## config.mk

```make
export PLATFORM = sky130hd
export DESIGN_NAME = serial_rx_4b
export DESIGN_NICKNAME = d
export VERILOG_FILES = /design/src/rtl/serial_rx_4b.sv
export SDC_FILE = /design/constraint.sdc
export NUM_CORES = 1
export LEC_CHECK = 0
export ABC_CLOCK_PERIOD_IN_PS = 2200
export BUFFER_PORTS_ARGS = -buffer_cell sky130_fd_sc_hd__buf_4
export CAP_MARGIN = 20
export CORE_AREA = 2 2 39 41
export CTS_CLUSTER_DIAMETER = 120
export DETAILED_ROUTE_END_ITERATION = 12
export DIE_AREA = 0 0 41 43
export PLACE_DENSITY = 0.68
export SLEW_MARGIN = 40
export SYNTH_ARGS = -nofsm -noshare
export SYNTH_HDL_FRONTEND = slang
export SYNTH_SLANG_ARGS = --single-unit
```

## constraint.sdc

```tcl
create_clock -name clk -period 2.2 [get_ports clk]
set_clock_uncertainty 0.1 [all_clocks]
set_input_delay 0.66 -clock clk [delete_from_list [all_inputs] [get_ports clk]]
set_output_delay 0.66 -clock clk [all_outputs]
set_load 0.01 [all_outputs]
```

## src/rtl/serial_rx_4b.sv

```systemverilog
// serial_rx_4b -- tick-strobed serial receiver, N data bits LSB first.
//
// Frame: start bit (0), N data bits LSB first, optional even-parity bit,
// one stop bit (1). The line is sampled only on clk edges where tick=1.
//
// Configuration macro: SERIAL_RX_PARITY_EN
//   defined   -> PARITY state and mismatch flag present, frame is N+3 bits
//   undefined -> DATA goes straight to STOP, frame is N+2 bits,
//                parity_err is constant 0
//
// Ports:
//   clk        in   system clock, rising edge
//   rst_n      in   asynchronous active-low reset
//   tick       in   bit-period strobe, one clk wide
//   rx         in   serial line, idle high
//   data_out   out  [N-1:0] last good received word (registered)
//   load       out  one-cycle pulse, data_out is new
//   busy       out  high while a frame is in progress
//   frame_err  out  one-cycle pulse, stop bit sampled low
//   parity_err out  one-cycle pulse, parity mismatch
module serial_rx_4b #(
    parameter int N = 4
) (
    input  logic         clk,
    input  logic         rst_n,
    input  logic         tick,
    input  logic         rx,
    output logic [N-1:0] data_out,
    output logic         load,
    output logic         busy,
    output logic         frame_err,
    output logic         parity_err
);

    localparam int CW = $clog2(N) + 1;

    localparam logic [1:0] S_IDLE   = 2'd0;
    localparam logic [1:0] S_DATA   = 2'd1;
`ifdef SERIAL_RX_PARITY_EN
    localparam logic [1:0] S_PARITY = 2'd2;
`endif
    localparam logic [1:0] S_STOP   = 2'd3;

    logic [1:0]    state;
    logic [CW-1:0] cnt;
    logic [N-1:0]  sr;
`ifdef SERIAL_RX_PARITY_EN
    logic          mism;
`endif

    assign busy = (state != S_IDLE);

`ifndef SERIAL_RX_PARITY_EN
    assign parity_err = 1'b0;
`endif

    always_ff @(posedge clk or negedge rst_n) begin
        if (!rst_n) begin
            state     <= S_IDLE;
            cnt       <= '0;
            sr        <= '0;
            data_out  <= '0;
            load      <= 1'b0;
            frame_err <= 1'b0;
`ifdef SERIAL_RX_PARITY_EN
            parity_err <= 1'b0;
            mism       <= 1'b0;
`endif
        end else begin
            // Status outputs are single-cycle pulses.
            load      <= 1'b0;
            frame_err <= 1'b0;
`ifdef SERIAL_RX_PARITY_EN
            parity_err <= 1'b0;
`endif
            if (tick) begin
                case (state)
                    S_IDLE: begin
                        if (!rx) begin
                            state <= S_DATA;
                            cnt   <= '0;
                            sr    <= '0;
`ifdef SERIAL_RX_PARITY_EN
                            mism  <= 1'b0;
`endif
                        end
                    end
                    S_DATA: begin
                        // LSB arrives first, so shifting right leaves it in bit 0.
                        sr  <= {rx, sr[N-1:1]};
                        cnt <= cnt + CW'(1);
                        if (cnt == CW'(N - 1)) begin
`ifdef SERIAL_RX_PARITY_EN
                            state <= S_PARITY;
`else
                            state <= S_STOP;
`endif
                        end
                    end
`ifdef SERIAL_RX_PARITY_EN
                    S_PARITY: begin
                        // Even parity: the parity bit equals the XOR of the data bits.
                        mism  <= (rx != ^sr);
                        state <= S_STOP;
                    end
`endif
                    S_STOP: begin
                        // Frame error outranks parity error.
                        if (!rx) begin
                            frame_err <= 1'b1;
`ifdef SERIAL_RX_PARITY_EN
                        end else if (mism) begin
                            parity_err <= 1'b1;
`endif
                        end else begin
                            data_out <= sr;
                            load     <= 1'b1;
                        end
                        state <= S_IDLE;
                    end
                    default: state <= S_IDLE;
                endcase
            end
        end
    end

endmodule

```

; ---- Yosys cells after proc, flatten, opt, wreduce, memory -nomap -nowiden
; Cells that the tools add are included.
[totals]
in_bits = 4
wordCells = 31
output_inout_bits = 8
regBits = 15
[op_classes]
n_reduce_logical = 6
n_addsub = 1
mux = 13
eq_ne = 5
[op_table]
columns = cell, count
row1 = $reduce_and 3->1, 3
row2 = $pmux 4 s2, 1
row3 = $mux 1, 6
row4 = $pmux 3 s2, 1
row5 = $mux 2, 2
row6 = $mux 4, 1
row7 = $ne 2x2->1 const B, 2
row8 = $pmux 2 s2, 1
row9 = $reduce_bool 2->1, 2
row10 = $add 3x1->3 const B, 1
row11 = $eq 3x2->1 const B, 1
row12 = $mux 3, 1
row13 = $eq 2x1->1 const B, 1
row14 = $eq 2x2->1 const B, 1
row15 = $logic_not 2->1, 1

; ---- Depth between registers and ports, before layout
; Gate-level depths: netlist of the first run.
[logic_depth]
ltp_word = 3
ltp_mapped = 4
ltp_nobuf = 4

; ---- Worst setup path before layout of the first run
; OpenSTA, ideal clock, no wires.
[synth_path]
path_type = input to register
start = input tick
end = register cnt[0]
required_ps = 1975
cell_stages = 4
path_buffers = 1
arrival_ps = 1312
setup_time_ps = 125
setup_slack_ps = 663
cell_sequence = nor2b_2 > and2_4 > buf_6 > mux2_2
[synth_via]
elab_chain_len = 1
[synth_rtl]
columns = item, line
row1 = start: declaration, 26  ; input logic tick,
row2 = $reduce_and 3->1 (no source line), n/a
row3 = end signal: assignment, 91  ; cnt <= cnt + CW'(1);
row4 = end: declaration, 45  ; logic [CW-1:0] cnt;
; No other way between the ends.
; A chain may end at the register's enable or synchronous reset.

; ---- Final worst setup path of the first run
[layout_path]
start = register state[1]
end = output busy
[layout_via]
elab_chain_len = 1
[layout_rtl]
columns = item, line
row1 = start: declaration, 44  ; logic [1:0] state;
row2 = start signal: assignment, 59  ; state <= S_IDLE;
row3 = start signal: assignment, 80  ; state <= S_DATA;
row4 = start signal: assignment, 96  ; state <= S_STOP;
row5 = $reduce_bool 2->1, 51  ; assign busy = (state != S_IDLE);
row6 = end: declaration, 30  ; output logic busy,
; No other way between the ends.

==> results of run 1 <==
where the power goes:
part | total, mW | switching, mW | internal [mW]
sequential | 0.446 | 0.0691 | 0.377
combinational | 0.285 | 0.117 | 0.168
clock | 0.152 | 0.0817 | 0.0702
final cells by class:
class / count / area, sq um / share of cell area
timing repair buffer: 10 / 75.1 / 0.105
tap: 16 / 20.0 / 0.0280
multi-input combinational: 24 / 200 / 0.280
inverter: 5 / 18.8 / 0.0262
sequential: 15 / 375 / 0.524
clock buffer: 4 / 26.3 / 0.0367
sequential cells by signal (all words and copies together) (netlist names):
register,count
load,1
cnt,3
state,2
data_out,4
sr,4
frame_err,1
worst max-delay path by stage:
stage                  endpoint  startpoint  slack [ps]  depth (start not counted)
finish                     busy    state[1]         270                          2
global route               busy    state[0]         220                          2
CTS                        busy    state[1]         270                          2
detailed placement       cnt[0]        tick         550                          4
global placement    data_out[2]        tick         580                          3
floorplan                cnt[0]        tick         660                          4
synth_stat cells:
library cell and n:
buf_6 1, nor2_1 1, and2_4 1, a21oi_1 2, nand3_1 1, dfrtp_1 15, o21ai_1 1, mux2_2 5
a22o_1 6, inv_1 5, or2_2 1, ha_1 2, nor2b_2 1, conb_1 1, nand4_1 1, a2bb2oi_1 1
buf_4 1
cell families after synthesis:
kind of cell	after synthesis
adders and majority gates	2
other	1
buffers and inverters	7
and+or+nand+nor	6
DFF	15
AOI/OAI and AO/OA	10
muxes	5
critical path: cells and delay by family, from the launching register on:
kind	cells	cell delay [ps]
DFF	1	450
and+or+nand+nor	1	290
buffers and inverters	1	140
layer usage:
layer | global-route usage | wire length (um)
met5 | 0 | 0
met1 | 0.201 | 438
met4 | 0.0800 | 11
met2 | 0.172 | 391
met3 | 0.0471 | 58
==> metrics.cfg, run 1 <==
[status]
outcome = finished clean

[global_routing]
grt_max_degree = 16
grt_pass1_vias = 377
grt_antenna_before_repair = 0
gr-total-overflow = 0
grt_pass1_wl_um = 1590
grt_usage = 0.138

[sta]
setup_viol = 0
drv_slew = 0
hold_violations = 0
fmax_ghz = 0.519
fin_ws_ps = 273
fin_crit_sh = 0.876
rsz0062_at_grt = false
holdWs_ps = 115
period_needed_ps = 1930
setup-tns-final_ps = 0

[worst_hold_path]
hp-class = in -> async

[synthesis]
ys_types = 17
synth_seq_cells = 15
syn_area_per_cell_sq_um = 13.3
synth-compound-area-share = 0.124
synth-xor-area-share = 0
seq_area_frac_synth = 0.612
synth_top_family_by_area = compound AO/OA/AOI/OAI gates
synthSimpleGateAreaFrac = 0.0633
syn_area_sq_um = 613
yosys.area.top_type_share = 0.612
yosys-mux-area-fraction = 0.0918
synth-adder-area-share = 0.0408
syn-num-nets = 52
synth.area.top_cells = dfrtp_1 (61%), mux2_2 (9.2%), a22o_1 (8.6%)
netlist_instances = 46
synth_area_leader_cell = dfrtp_1
yosysWarningCount = 0

[clocking]
ctsHtreeMaxLevel = 1
postCtsHoldBufs = 0
postCtsSetupBuffers = 0
clkTransAtPathRegs_ps = 90
cts_buffers = 3
clk_path_buf_depth = 2
tritoncts = built
insertion_delay_ps = 280
cts.sinks = 15
root_buffer = clkbuf_4
cts_resized = 0

[finish]
layout_common_cells = dfrtp_1 (15), buf_4 (10), a22o_1 (6), inv_1 (5), mux2_2 (5)
nFillCells = 131
nets = 65
antenna_cells = 0
layout_commonest_cell = dfrtp_1
syn_to_final_growth_pct = 16.7
final_area_sq_um = 716
fin_cells = 74
post_route_cells_drive_above_1_share = 0.362
fin_util = 0.517

[worst_setup_path]
worst-r2r-cell-count = 2
critPathMaxFanout = 6
cp_cell_sequence = or2_2 -> buf_4
cpPeakStageDelay_ps = 450
cp-end-kind = output pin
crit_required_ps = 1440
r2r_slack_ps = 860
crit_path_top_delay_cell = dfrtp_1
r2r-end = data_out[3]
path_class = reg -> out
r2r_start = state[1]
critPathLaunchType = flip-flop
worst_ep_arrival_time_ps = 1170

[drt]
drt_iter0_drc = 7
drc_errors = 0
routedWlPerCell_um = 12.1
ant_nets = 0
first_pass_iters = 2
routed_wl_um = 899
vias = 389
via_per_inst = 5.26

[pwr]
vdd_drop_max_uv = 561
p_leak_nw = 0.373
total_power_mw = 0.883
pwr_density_cell_mw_per_mm2 = 1230

[placement]
dp.cells = 70
place.gp.congestion = 0.672
place_ws_ps = 545
dp_hpwl_um = 636
placed_area_sq_um = 689
portBuffers = 10

[floorplanning]
die_h_um = 43
fp.dieArea_sq_mm = 0.00176
ioPinCount = 12
num_rows = 14
initial_core_util = 0.443
core_sq_mm = 0.00138
die_width_um = 41

[flow_run]
cap_violations = 0

Power figures use the tool's default switching activity.
==> inputs of run 2 (changes only) <==
Settings changed: PLACE_DENSITY 0.68 to unset, PLACE_DENSITY_LB_ADDON set to 0.15.
==> run 2 against run 1 <==
Sequential power hardly changed. Fmax is 0.53% lower. Hold slack worse by 3.2 ps. Global-route usage is 0.31 points lower. Setup slack worse by 10 ps. Clock power is 3% higher. Cell count stayed put. Critical path depth stayed put. Core utilization stayed put. Register-to-register slack better by 40 ps.
==> metrics.cfg, run 2 (same netlist as run 1, synthesis figures left out) <==
[finish]
register_area_sq_um = 375
fin_util = 0.517
reg_top3 = data_out x4, sr x4, cnt x3
post_route_cells_drive_above_1_share = 0.362
layout_commonest_cell = dfrtp_1
syn_to_final_growth_pct = 16.7
nFillCells = 118
nets = 65
layout_common_cells = dfrtp_1 (15), buf_4 (10), a22o_1 (6), inv_1 (5), mux2_2 (5)
multi_input_area_sq_um = 200
antenna_cells = 0

[worst_setup_path]
critPathLaunchType = flip-flop
r2r_start = state[1]
path_class = reg -> out
r2r-end = data_out[3]
crit_required_ps = 1440
worst-r2r-cell-count = 2
r2r_slack_ps = 900
worst_ep_arrival_time_ps = 1180
critPathMaxFanout = 6
cp-end-kind = output pin

[pwr]
pwr_density_cell_mw_per_mm2 = 1230
p_leak_nw = 0.373
vdd_drop_max_uv = 482

[floorplanning]
num_rows = 14
die_h_um = 43
die_width_um = 41
core_sq_mm = 0.00138
initial_core_util = 0.443
fp.dieArea_sq_mm = 0.00176
ioPinCount = 12

[clocking]
tritoncts = built
root_buffer = clkbuf_4
postCtsHoldBufs = 0
ctsHtreeMaxLevel = 1
cts.sinks = 15
insertion_delay_ps = 280
clkTransAtPathRegs_ps = 90
cts_resized = 0
postCtsSetupBuffers = 0
clk_path_buf_depth = 2
cts_buffers = 3

[sta]
period_needed_ps = 1940
hold_violations = 0
setup_viol = 0
drv_slew = 0
fmax_ghz = 0.516
rsz0062_at_grt = false
setup-tns-final_ps = 0
fin_crit_sh = 0.881
holdWs_ps = 112

[global_routing]
gr-total-overflow = 0
grt_pass1_wl_um = 1550
grt_antenna_before_repair = 0
grt_usage = 0.135
grt_pass1_vias = 381
grt_max_degree = 16

[drt]
routed_wl_um = 933
routedWlPerCell_um = 12.6
first_pass_iters = 2
via_per_inst = 5.11
vias = 378
ant_nets = 0
drc_errors = 0
drt_iter0_drc = 2

[placement]
portBuffers = 10
place.gp.congestion = 0.707

[worst_hold_path]
hp-class = in -> async

[flow_run]
cap_violations = 0

[status]
outcome = finished clean

==> run 2: power by group <==
group | internal [mW] | leakage, nW | switching (mW)
Clock | 0.0704 | 0.0150 | 0.0854
Combinational | 0.167 | 0.168 | 0.114
Sequential | 0.377 | 0.190 | 0.0693
==> run 2: layer usage <==
layer | up-vias | share of wire | routed length [um] | GRT usage
met5 | - | 0 | 0 | 0
met4 | 0 | 0.0043 | 4 | 0.0800
met3 | 2 | 0.059 | 55 | 0.0471
met2 | 11 | 0.46 | 433 | 0.191
met1 | 184 | 0.47 | 440 | 0.170
li1 | 181 | - | - | -
==> run 2: worst max-delay path by stage <==
stage / start / to / slack, ps / depth (start not counted)
6_report: state[0] / busy / 260 / 2
5_1_grt: state[0] / busy / 200 / 2
4_1_cts: state[0] / busy / 250 / 2
3_5_place_dp: state[0] / busy / 570 / 2
3_3_place_gp: state[0] / busy / 590 / 2
2_1_floorplan: tick / cnt[0] / 660 / 4
==> run 2: per-stage QoR <==
| stage | area [sq um] | instances | total power, mW | setup WS (ps) |
|---|---|---|---|---|
| 2_1_floorplan | 613 | 46 | 0.641 | 663 |
| 3_3_place_gp | 689 | 70 | 0.731 | 591 |
| 3_5_place_dp | 689 | 70 | 0.737 | 571 |
| 4_1_cts | 716 | 74 | 0.897 | 245 |
| 5_1_grt | 716 | 74 | 0.958 | 195 |
| 6_report | 716 | 74 | 0.882 | 263 |
==> run 2: area by class of cell <==
cell class | instances | area share
Multi-Input combinational cell | 24 | 0.280
Tap cell | 16 | 0.0280
Inverter | 5 | 0.0262
Clock buffer | 4 | 0.0367
Sequential cell | 15 | 0.524
Timing Repair Buffer | 10 | 0.105
==> run 2: critical path, stage by stage, from the launching register on <==
cell and delay, ps:
dfrtp_1 440, or2_2 310, buf_4 140
==> inputs of run 3 (changes only) <==
Settings changed: CORE_AREA 2 2 39 41 to unset, CORE_UTILIZATION set to 45, DIE_AREA 0 0 41 43 to unset.
==> run 3 against run 2 <==
Combinational power increased by 1%. Fmax up 0.53%. Global-route usage rose by 2.8 points. Critical path type unchanged.
==> metrics.cfg, run 3 (same netlist as run 1, synthesis figures left out) <==
[floorplanning]
die_h_um = 38.9
initial_core_util = 0.517
num_rows = 12
fp.dieArea_sq_mm = 0.00151
die_width_um = 38.9
core_sq_mm = 0.00119
ioPinCount = 12

[placement]
place_ws_ps = 565
portBuffers = 10
dp_hpwl_um = 695
place.gp.congestion = 0.761

[worst_setup_path]
critPathMaxFanout = 6
crit_required_ps = 1440
cp_cell_sequence = or2_2 -> buf_4
critPathLaunchType = flip-flop
path_class = reg -> out
cp-end-kind = output pin
cpPeakStageDelay_ps = 440
worst_ep_arrival_time_ps = 1170
crit_path_top_delay_cell = dfrtp_1

[drt]
drt_iter0_drc = 1
ant_nets = 0
vias = 379
drc_errors = 0
via_per_inst = 5.26
first_pass_iters = 4
routed_wl_um = 908
routedWlPerCell_um = 12.6

[finish]
syn_to_final_growth_pct = 16.3
antenna_cells = 0
nets = 65
post_route_cells_drive_above_1_share = 0.362
fin_util = 0.601
layout_commonest_cell = dfrtp_1
reg_top3 = data_out x4, sr x4, cnt x3
layout_common_cells = dfrtp_1 (15), buf_4 (10), a22o_1 (6), inv_1 (5), mux2_2 (5)

[clocking]
postCtsSetupBuffers = 0
cts.sinks = 15
insertion_delay_ps = 280
tritoncts = built
cts_buffers = 3
clk_path_buf_depth = 2
clkTransAtPathRegs_ps = 80
ctsHtreeMaxLevel = 1
root_buffer = clkbuf_4
cts_resized = 0
postCtsHoldBufs = 0

[global_routing]
grt_antenna_before_repair = 0
grt_usage = 0.163
grt_pass1_wl_um = 1510
grt_max_degree = 16
grt_pass1_vias = 355
gr-total-overflow = 0

[sta]
holdWs_ps = 115
rsz0062_at_grt = false
period_needed_ps = 1930
fin_ws_ps = 273
fin_crit_sh = 0.876
fmax_ghz = 0.519
setup_viol = 0
setup-tns-final_ps = 0
drv_slew = 0
hold_violations = 0

[pwr]
total_power_mw = 0.881
p_comb_frac = 0.323
vdd_drop_max_uv = 529
p_sw_mw = 0.265
sequentialPowerShare = 0.507
pwr_density_cell_mw_per_mm2 = 1240
p_clk_frac = 0.170
p_leak_nw = 0.373
swShare = 0.301
power.internal_mw = 0.616

[status]
outcome = finished clean

[worst_hold_path]
hp-class = in -> async

[flow_run]
cap_violations = 0

## run 3: layer usage
| metal | routed length, um | GRT usage |
|---|---|---|
| met1 | 386 | 0.198 |
| met2 | 436 | 0.233 |
| met3 | 54 | 0.0520 |
| met4 | 30 | 0.129 |
| met5 | 0 | 0 |
## run 3: worst max-delay path: cells and delay by family (launching register included)
kind                   cells  cell delay (ps)
DFF                        1              440
and+or+nand+nor            1              310
buffers and inverters      1              140
## run 3: final cells by class
cell class              instances  area [sq um]
well taps                      14          17.5
repair buffers                 10          75.1
multi-input cells              24           200
clock buffers                   4          26.3
fillers                        93           473
flip-flops and latches         15           375
inverters                       5          18.8
## run 3: path summary, 6_finish.rpt
check                         endpoint  cells past startpoint  slack [ps]   startpoint
hold reg to reg            data_out[1]                      1         410  data_out[1]
setup reg to reg                cnt[2]                      4         900       cnt[0]
setup / recovery                  busy                      2         270     state[0]
max in group asynchronous       cnt[1]                      1        1720        rst_n
min in group clk           data_out[1]                      1         410  data_out[1]
hold / removal               frame_err                      1         120        rst_n
## run 3: through the flow
stage / std cells / area, sq um
6_report: 72 / 713
5_1_grt: 72 / 713
4_1_cts: 72 / 713
3_5_place_dp: 68 / 687
3_3_place_gp: 68 / 687
2_1_floorplan: 46 / 613
## run 3: power by group through the flow
stage	Clock (mW)	Combinational, mW	Sequential (mW)
global route	0.169	0.311	0.464
CTS	0.158	0.290	0.448
finish	0.150	0.285	0.447
floorplan	0	0.189	0.452
detailed placement	0	0.288	0.454
global placement	0	0.276	0.446
